`src/rtl/ifft_seq_ctrl.sv`:
```
// ifft_seq_ctrl: address and strobe sequencer for the 16-point radix-2 DIF IFFT.
// Issues one butterfly per cycle over four stages, delays the write strobes by
// LAT cycles to line up with the butterfly pipeline, then unloads the in-place
// memory in bit-reversed order and pulses done.
module ifft_seq_ctrl #(
    parameter int LAT = 3
) (
    input  logic       clk,
    input  logic       rst_n,
    input  logic       start,
    output logic       busy,
    output logic       done,
    output logic [1:0] stage,
    output logic       rd_en,
    output logic [3:0] rd_addr_top,
    output logic [3:0] rd_addr_bot,
    output logic [3:0] tf_addr,
    output logic       wr_en,
    output logic [3:0] wr_addr_top,
    output logic [3:0] wr_addr_bot,
    output logic       out_rd_en,
    output logic [3:0] out_rd_addr,
    output logic       out_last
);

    // A pipeline latency outside 1..8 does not fit the drain counter.
    if (LAT < 1 || LAT > 8) begin : g_lat_error
        $error("ifft_seq_ctrl: LAT must be in 1..8");
    end

    typedef enum logic [2:0] {
        S_IDLE,
        S_RUN,
        S_DRAIN,
        S_UNLOAD,
        S_DONE
    } state_t;

    // One slot of the write delay line: strobe plus both result addresses.
    typedef struct packed {
        logic       en;
        logic [3:0] top;
        logic [3:0] bot;
    } wr_slot_t;

    state_t     state, nxt_state;
    logic [2:0] bfly, nxt_bfly;
    logic [1:0] nxt_stage;
    logic [2:0] drain_cnt, nxt_drain_cnt;
    logic [3:0] out_idx, nxt_out_idx;

    // Butterfly addressing for the upcoming cycle.
    logic [3:0] b4, half, mask, base, addr_top, addr_bot, addr_tf;

    wr_slot_t   dly [LAT];

    // Next-state and next-counter decode; outputs are registered from these.
    always_comb begin
        // NOTE: every variable gets a default first so no path leaves it unassigned, which would infer a latch.
        nxt_state     = state;
        nxt_bfly      = bfly;
        nxt_stage     = stage;
        nxt_drain_cnt = drain_cnt;
        nxt_out_idx   = out_idx;
        case (state)
            S_IDLE, S_DONE: begin
                if (start) begin
                    nxt_state = S_RUN;
                    nxt_stage = 2'd0;
                    nxt_bfly  = 3'd0;
                end else begin
                    nxt_state = S_IDLE;
                end
            end
            S_RUN: begin
                if (bfly == 3'd7) begin
                    nxt_state     = S_DRAIN;
                    nxt_drain_cnt = 3'd0;
                end else begin
                    nxt_bfly = bfly + 3'd1;
                end
            end
            S_DRAIN: begin
                // The last write of the stage lands in the final drain cycle;
                // the next read follows one cycle later, so no bypass is needed.
                if (drain_cnt == 3'(LAT - 1)) begin
                    if (stage == 2'd3) begin
                        nxt_state   = S_UNLOAD;
                        nxt_stage   = 2'd0;
                        nxt_out_idx = 4'd0;
                    end else begin
                        nxt_state = S_RUN;
                        nxt_stage = stage + 2'd1;
                        nxt_bfly  = 3'd0;
                    end
                end else begin
                    nxt_drain_cnt = drain_cnt + 3'd1;
                end
            end
            S_UNLOAD: begin
                if (out_idx == 4'd15) begin
                    nxt_state = S_DONE;
                end else begin
                    nxt_out_idx = out_idx + 4'd1;
                end
            end
            default: nxt_state = S_IDLE;
        endcase
    end

    // Operand and twiddle addresses for butterfly nxt_bfly of stage nxt_stage.
    always_comb begin
        b4   = {1'b0, nxt_bfly};
        half = 4'd8 >> nxt_stage;
        mask = half - 4'd1;
        case (nxt_stage)
            2'd0:    base = 4'd0;
            2'd1:    base = 4'd8;
            2'd2:    base = 4'd12;
            default: base = 4'd14;
        endcase
        // Group index shifted up to the group's start, plus offset within group.
        addr_top = ((b4 >> (2'd3 - nxt_stage)) << (3'd4 - {1'b0, nxt_stage})) | (b4 & mask);
        addr_bot = addr_top + half;
        addr_tf  = base + (b4 & mask);
    end

    // State, counters and all registered outputs.
    always_ff @(posedge clk or negedge rst_n) begin
        if (!rst_n) begin
            state       <= S_IDLE;
            bfly        <= 3'd0;
            stage       <= 2'd0;
            drain_cnt   <= 3'd0;
            out_idx     <= 4'd0;
            busy        <= 1'b0;
            done        <= 1'b0;
            rd_en       <= 1'b0;
            rd_addr_top <= 4'd0;
            rd_addr_bot <= 4'd0;
            tf_addr     <= 4'd0;
            out_rd_en   <= 1'b0;
            out_rd_addr <= 4'd0;
            out_last    <= 1'b0;
        end else begin
            // NOTE: sequential state uses non-blocking assignments so every register samples pre-edge values.
            state       <= nxt_state;
            bfly        <= nxt_bfly;
            stage       <= nxt_stage;
            drain_cnt   <= nxt_drain_cnt;
            out_idx     <= nxt_out_idx;
            busy        <= (nxt_state == S_RUN) || (nxt_state == S_DRAIN) || (nxt_state == S_UNLOAD);
            done        <= (nxt_state == S_DONE);
            rd_en       <= (nxt_state == S_RUN);
            rd_addr_top <= (nxt_state == S_RUN) ? addr_top : 4'd0;
            rd_addr_bot <= (nxt_state == S_RUN) ? addr_bot : 4'd0;
            tf_addr     <= (nxt_state == S_RUN) ? addr_tf  : 4'd0;
            out_rd_en   <= (nxt_state == S_UNLOAD);
            out_rd_addr <= (nxt_state == S_UNLOAD) ?
                           {nxt_out_idx[0], nxt_out_idx[1], nxt_out_idx[2], nxt_out_idx[3]} : 4'd0;
            out_last    <= (nxt_state == S_UNLOAD) && (nxt_out_idx == 4'd15);
        end
    end

    // Write delay line: read strobe and addresses delayed by LAT cycles.
    always_ff @(posedge clk or negedge rst_n) begin
        if (!rst_n) begin
            // NOTE: this small delay line is reset deliberately so no stale write strobe escapes after reset.
            for (int i = 0; i < LAT; i++) begin
                dly[i] <= '0;
            end
        end else begin
            dly[0] <= '{en: rd_en, top: rd_addr_top, bot: rd_addr_bot};
            for (int i = 1; i < LAT; i++) begin
                dly[i] <= dly[i-1];
            end
        end
    end

    assign wr_en       = dly[LAT-1].en;
    assign wr_addr_top = dly[LAT-1].top;
    assign wr_addr_bot = dly[LAT-1].bot;

endmodule
```
`config.mk`:
```
export PLATFORM = sky130hd
export DESIGN_NAME = ifft_seq_ctrl
export DESIGN_NICKNAME = d
export VERILOG_FILES = /design/src/rtl/ifft_seq_ctrl.sv
export SDC_FILE = /design/constraint.sdc
export NUM_CORES = 1
export LEC_CHECK = 0
export BUFFER_PORTS_ARGS = -buffer_cell sky130_fd_sc_hd__buf_2
export CORE_MARGIN = 3
export CORE_UTILIZATION = 50
export CTS_CLUSTER_DIAMETER = 30
export DETAILED_ROUTE_END_ITERATION = 10
export GPL_TIMING_DRIVEN = 0
export PLACE_DENSITY = 0.73
export SLEW_MARGIN = 20
export SYNTH_ARGS = -nofsm -noshare
export SYNTH_HDL_FRONTEND = slang
export SYNTH_SLANG_ARGS = --single-unit
```
`constraint.sdc`:
```
create_clock -name clk -period 3.3 [get_ports clk]
set_clock_uncertainty 0.2 [all_clocks]
set_input_delay 0.495 -clock clk [delete_from_list [all_inputs] [get_ports clk]]
set_output_delay 0.495 -clock clk [all_outputs]
set_load 0.05 [all_outputs]
```
==> results_dict.tcl <==
set metrics [dict create \
    grt_max_degree 64 \
    pwr-share-seq_pct 34.4 \
    syn_area_per_cell_um2 12.40 \
    maxSlewHeadroom_pct 51.10 \
    synthArstFlopShare_pct 100.0 \
    io_pins 35 \
    synth_edf_count 0 \
    n_antenna_cell 0 \
    total_power_uw 3362 \
    wirelength_mm 4.122 \
    drt-initial-drc-count 83 \
    clock.fmax_mhz 309.2 \
    numCtsBuffers 9 \
    grt_pass1_vias 1520 \
    p_leak_uw 0.001540 \
    synth_area_leaders "dfrtp_1 63%, ha_1 5.0%, a21oi_1 3.2%" \
    ir_drop_mv 0.4576 \
    finalCriticalPeriod_ns 3.235 \
    fp.dieH_um 76.78 \
    drv_slew 0 \
    ant_nets 0 \
    avgRoutedWirePerCell_um 12.88 \
    clockRootBuffer "clkbuf_8" \
    hpwl_mm 2.805 \
    yosysUniqueCellTypes 45 \
    drive_gt1_share_pct 31.23 \
    dr.pass1.iters 4 \
    r2r_start "drain_cnt[0]" \
    initial_core_util_pct 52.34 \
    holdBufCountCts 0 \
    fp-row-count 25 \
    cts-htree-levels 3 \
    clock_path_buffers 2 \
    track_usage_pct 16.14 \
    nNetsFinal 262 \
    ff2ff_path_depth 16 \
    grt-ovfl-total 0 \
    placedCellCount 303 \
    ys_ff_latch 63 \
    area_growth_pct 21.13 \
    synth_cells 202 \
    crit_type "reg2reg" \
    rr_endpoint "rd_addr_bot[3]" \
    worstHoldPathType "in2async" \
    path_clk_slew_ns 0.08 \
    p_sw_uw 1420 \
    p_int_uw 1943 \
    ys_seq_area_share_pct 62.94 \
    end_kind "flip-flop" \
    post-route-period-util_pct 98.02 \
    finalNonFillerCells 320 \
    cp_max_fo 5 \
    syn-cell-area_um2 2505 \
    rrSetupSlack_ns 0.07 \
    clkPwrFrac_pct 22.3 \
    die_w_um 76.78 \
    worstPathArrival_ns 3.29 \
    worst_setup_path_start_kind "flip-flop" \
    drc 0 \
    clock_sinks 63 \
    vias 1600 \
    yosysTopAreaCellShare_pct 62.94 \
    p_sw_share_pct 42.22 \
    antenna_found_initial 0 \
    hold_viol_final 0 \
    gp_congestion 0.7876 \
    cts_tree "built" \
    synth_top_cell_by_area "dfrtp_1" \
    tightest_slew_ns 0.7335 \
    clock_latency_ns 0.33 \
    core-area_um2 4786 \
    pwr-share-comb_pct 43.3 \
    outcome "finished, final reports clean" \
    required_ns 3.35 \
    avgViaCountPerCell 5.000 \
    portBuffers 34 \
    synthFlopType "dfrtp_1" \
    rsz0062_at_grt "true" \
    syn_nets 216 \
    yosysWarnings 0 \
    die-area_um2 5895 \
    fillerInstances 393 \
    grt_first_pass_wirelength_mm 7.286 \
    drv_cap 0 \
    setup_viol 0 \
    powerDensity_nw_per_um2 1108 \
]
==> per-layer routing <==
metal  vias up  wire length (µm)  track usage (%)
li1        778                 -                -
met1       785              1880            21.48
met2        35              2041            24.04
met3         2               172            3.169
met4         0                27            10.69
met5         -                 0                0
==> cell type report <==
class | instances | area (µm²) | area share (%)
Sequential cell | 63 | 1577 | 51.96
Multi-Input combinational cell | 116 | 840.8 | 27.71
Timing Repair Buffer | 35 | 180.2 | 5.938
Clock buffer | 9 | 123.9 | 4.082
Clock inverter | 7 | 102.6 | 3.381
Tap cell | 67 | 83.83 | 2.763
Buffer | 11 | 81.33 | 2.680
Inverter | 12 | 45.04 | 1.485
==> placed cells by master (no fill, tap or decap), drive strengths merged, types with 2 or more instances in the layout <==
master	synthesis	final
dfrtp	63	63
buf	11	46
nor2	17	17
a21oi	16	16
inv	12	15
nand2	11	11
ha	10	10
clkbuf	0	9
and2	8	8
o21ai	7	7
nand2b	6	6
nand3	5	5
a21o	4	4
nor3	3	3
nor3b	3	3
nor2b	2	2
and3	2	2
bufinv	0	2
o221ai	2	2
a22oi	2	2
==> Yosys cell counts (2+ instances only) <==
| master | n |
|---|---|
| nor2b_1 | 2 |
| a21oi_1 | 16 |
| inv_1 | 11 |
| nor3_1 | 3 |
| nand2b_1 | 5 |
| buf_4 | 8 |
| dfrtp_1 | 63 |
| o21ai_0 | 6 |
| and2_1 | 8 |
| nand3_1 | 5 |
| nand2_1 | 9 |
| nand2_2 | 2 |
| ha_1 | 10 |
| and3_1 | 2 |
| nor3b_2 | 2 |
| buf_2 | 2 |
| nor2_1 | 17 |
| a21o_1 | 4 |
==> metrics by stage <==
step	cell area (µm²)	setup TNS [ns]	hold WS, ns	utilization [%]	setup WS, ns
after floorplan	2505	0	-0.0005910	-	0.03385
after global placement	2759	-0.2671	0.1311	57.65	-0.2671
after detailed placement	2761	-0.3288	0.1347	57.70	-0.3288
after CTS	3028	0	0.04486	63.27	0.01508
after global routing	3034	-0.1721	0.07980	63.40	-0.1721
final	3034	0	0.02368	63.40	0.06542
==> state kept, by name, indices dropped and copies added (netlist names) <==
register     flops
rd_addr_bot      4
out_rd_en        1
done             1
bfly             3
out_last         1
state            3
wr_en            1
drain_cnt        3
busy             1
wr_addr_bot      4
dly             18
rd_addr_top      4
out_rd_addr      4
rd_en            1
tf_addr          4
wr_addr_top      4
out_idx          4
stage            2
==> worst max-delay path by stage <==
stage	from	end	slack, ns
2_1_floorplan	stage[0]	rd_addr_bot[3]	0.03
3_3_place_gp	drain_cnt[0]	rd_addr_bot[3]	-0.27
3_5_place_dp	drain_cnt[0]	rd_addr_bot[3]	-0.33
4_1_cts	drain_cnt[0]	rd_addr_bot[3]	0.02
5_1_grt	drain_cnt[0]	rd_addr_bot[3]	-0.17
6_report	drain_cnt[0]	rd_addr_bot[3]	0.07
==> worst max-delay path: stages, from the launching register on <==
cell	delay, ns
dfrtp_1	0.41
inv_1	0.08
ha_2	0.21
nand2b_1	0.14
nor4_4	0.29
a21oi_4	0.07
inv_2	0.08
nand2_2	0.07
ha_1	0.27
and2b_1	0.20
a21oi_2	0.14
inv_1	0.07
ha_1	0.27
a21o_1	0.10
a21oi_1	0.07
or3_1	0.32
a21oi_2	0.16
==> power by group through the flow <==
stage               logic [µW]  clock network (µW)  registers [µW]
finish                    1460                 749            1160
floorplan                  815                   0            1450
global placement          1380                   0            1160
detailed placement        1410                   0            1170
CTS                       1460                 764            1160
global route              1590                 803            1200
==> repair_timing <==
item	4_1_cts	5_1_grt
pin swaps	0	1
endpoints found under the hold margin	0	0
endpoints found under the setup margin	1	1
setup buffers	1	0
gates cloned	0	0
resized for setup	6	2
==> cells by family (layout without fill, tap and decap cells) <==
| family | Yosys count | in the layout | synth area share, % |
|---|---|---|---|
| simple gates | 65 | 65 | 14.79 |
| flops | 63 | 63 | 62.94 |
| compound gates | 38 | 38 | 10.49 |
| buf+inv | 23 | 74 | 5.045 |
| fa+ha+maj | 11 | 11 | 5.794 |
| xor+xnor | 1 | 1 | 0.3497 |
| mux | 1 | 1 | 0.5992 |
(Power assumes the default switching activity.)
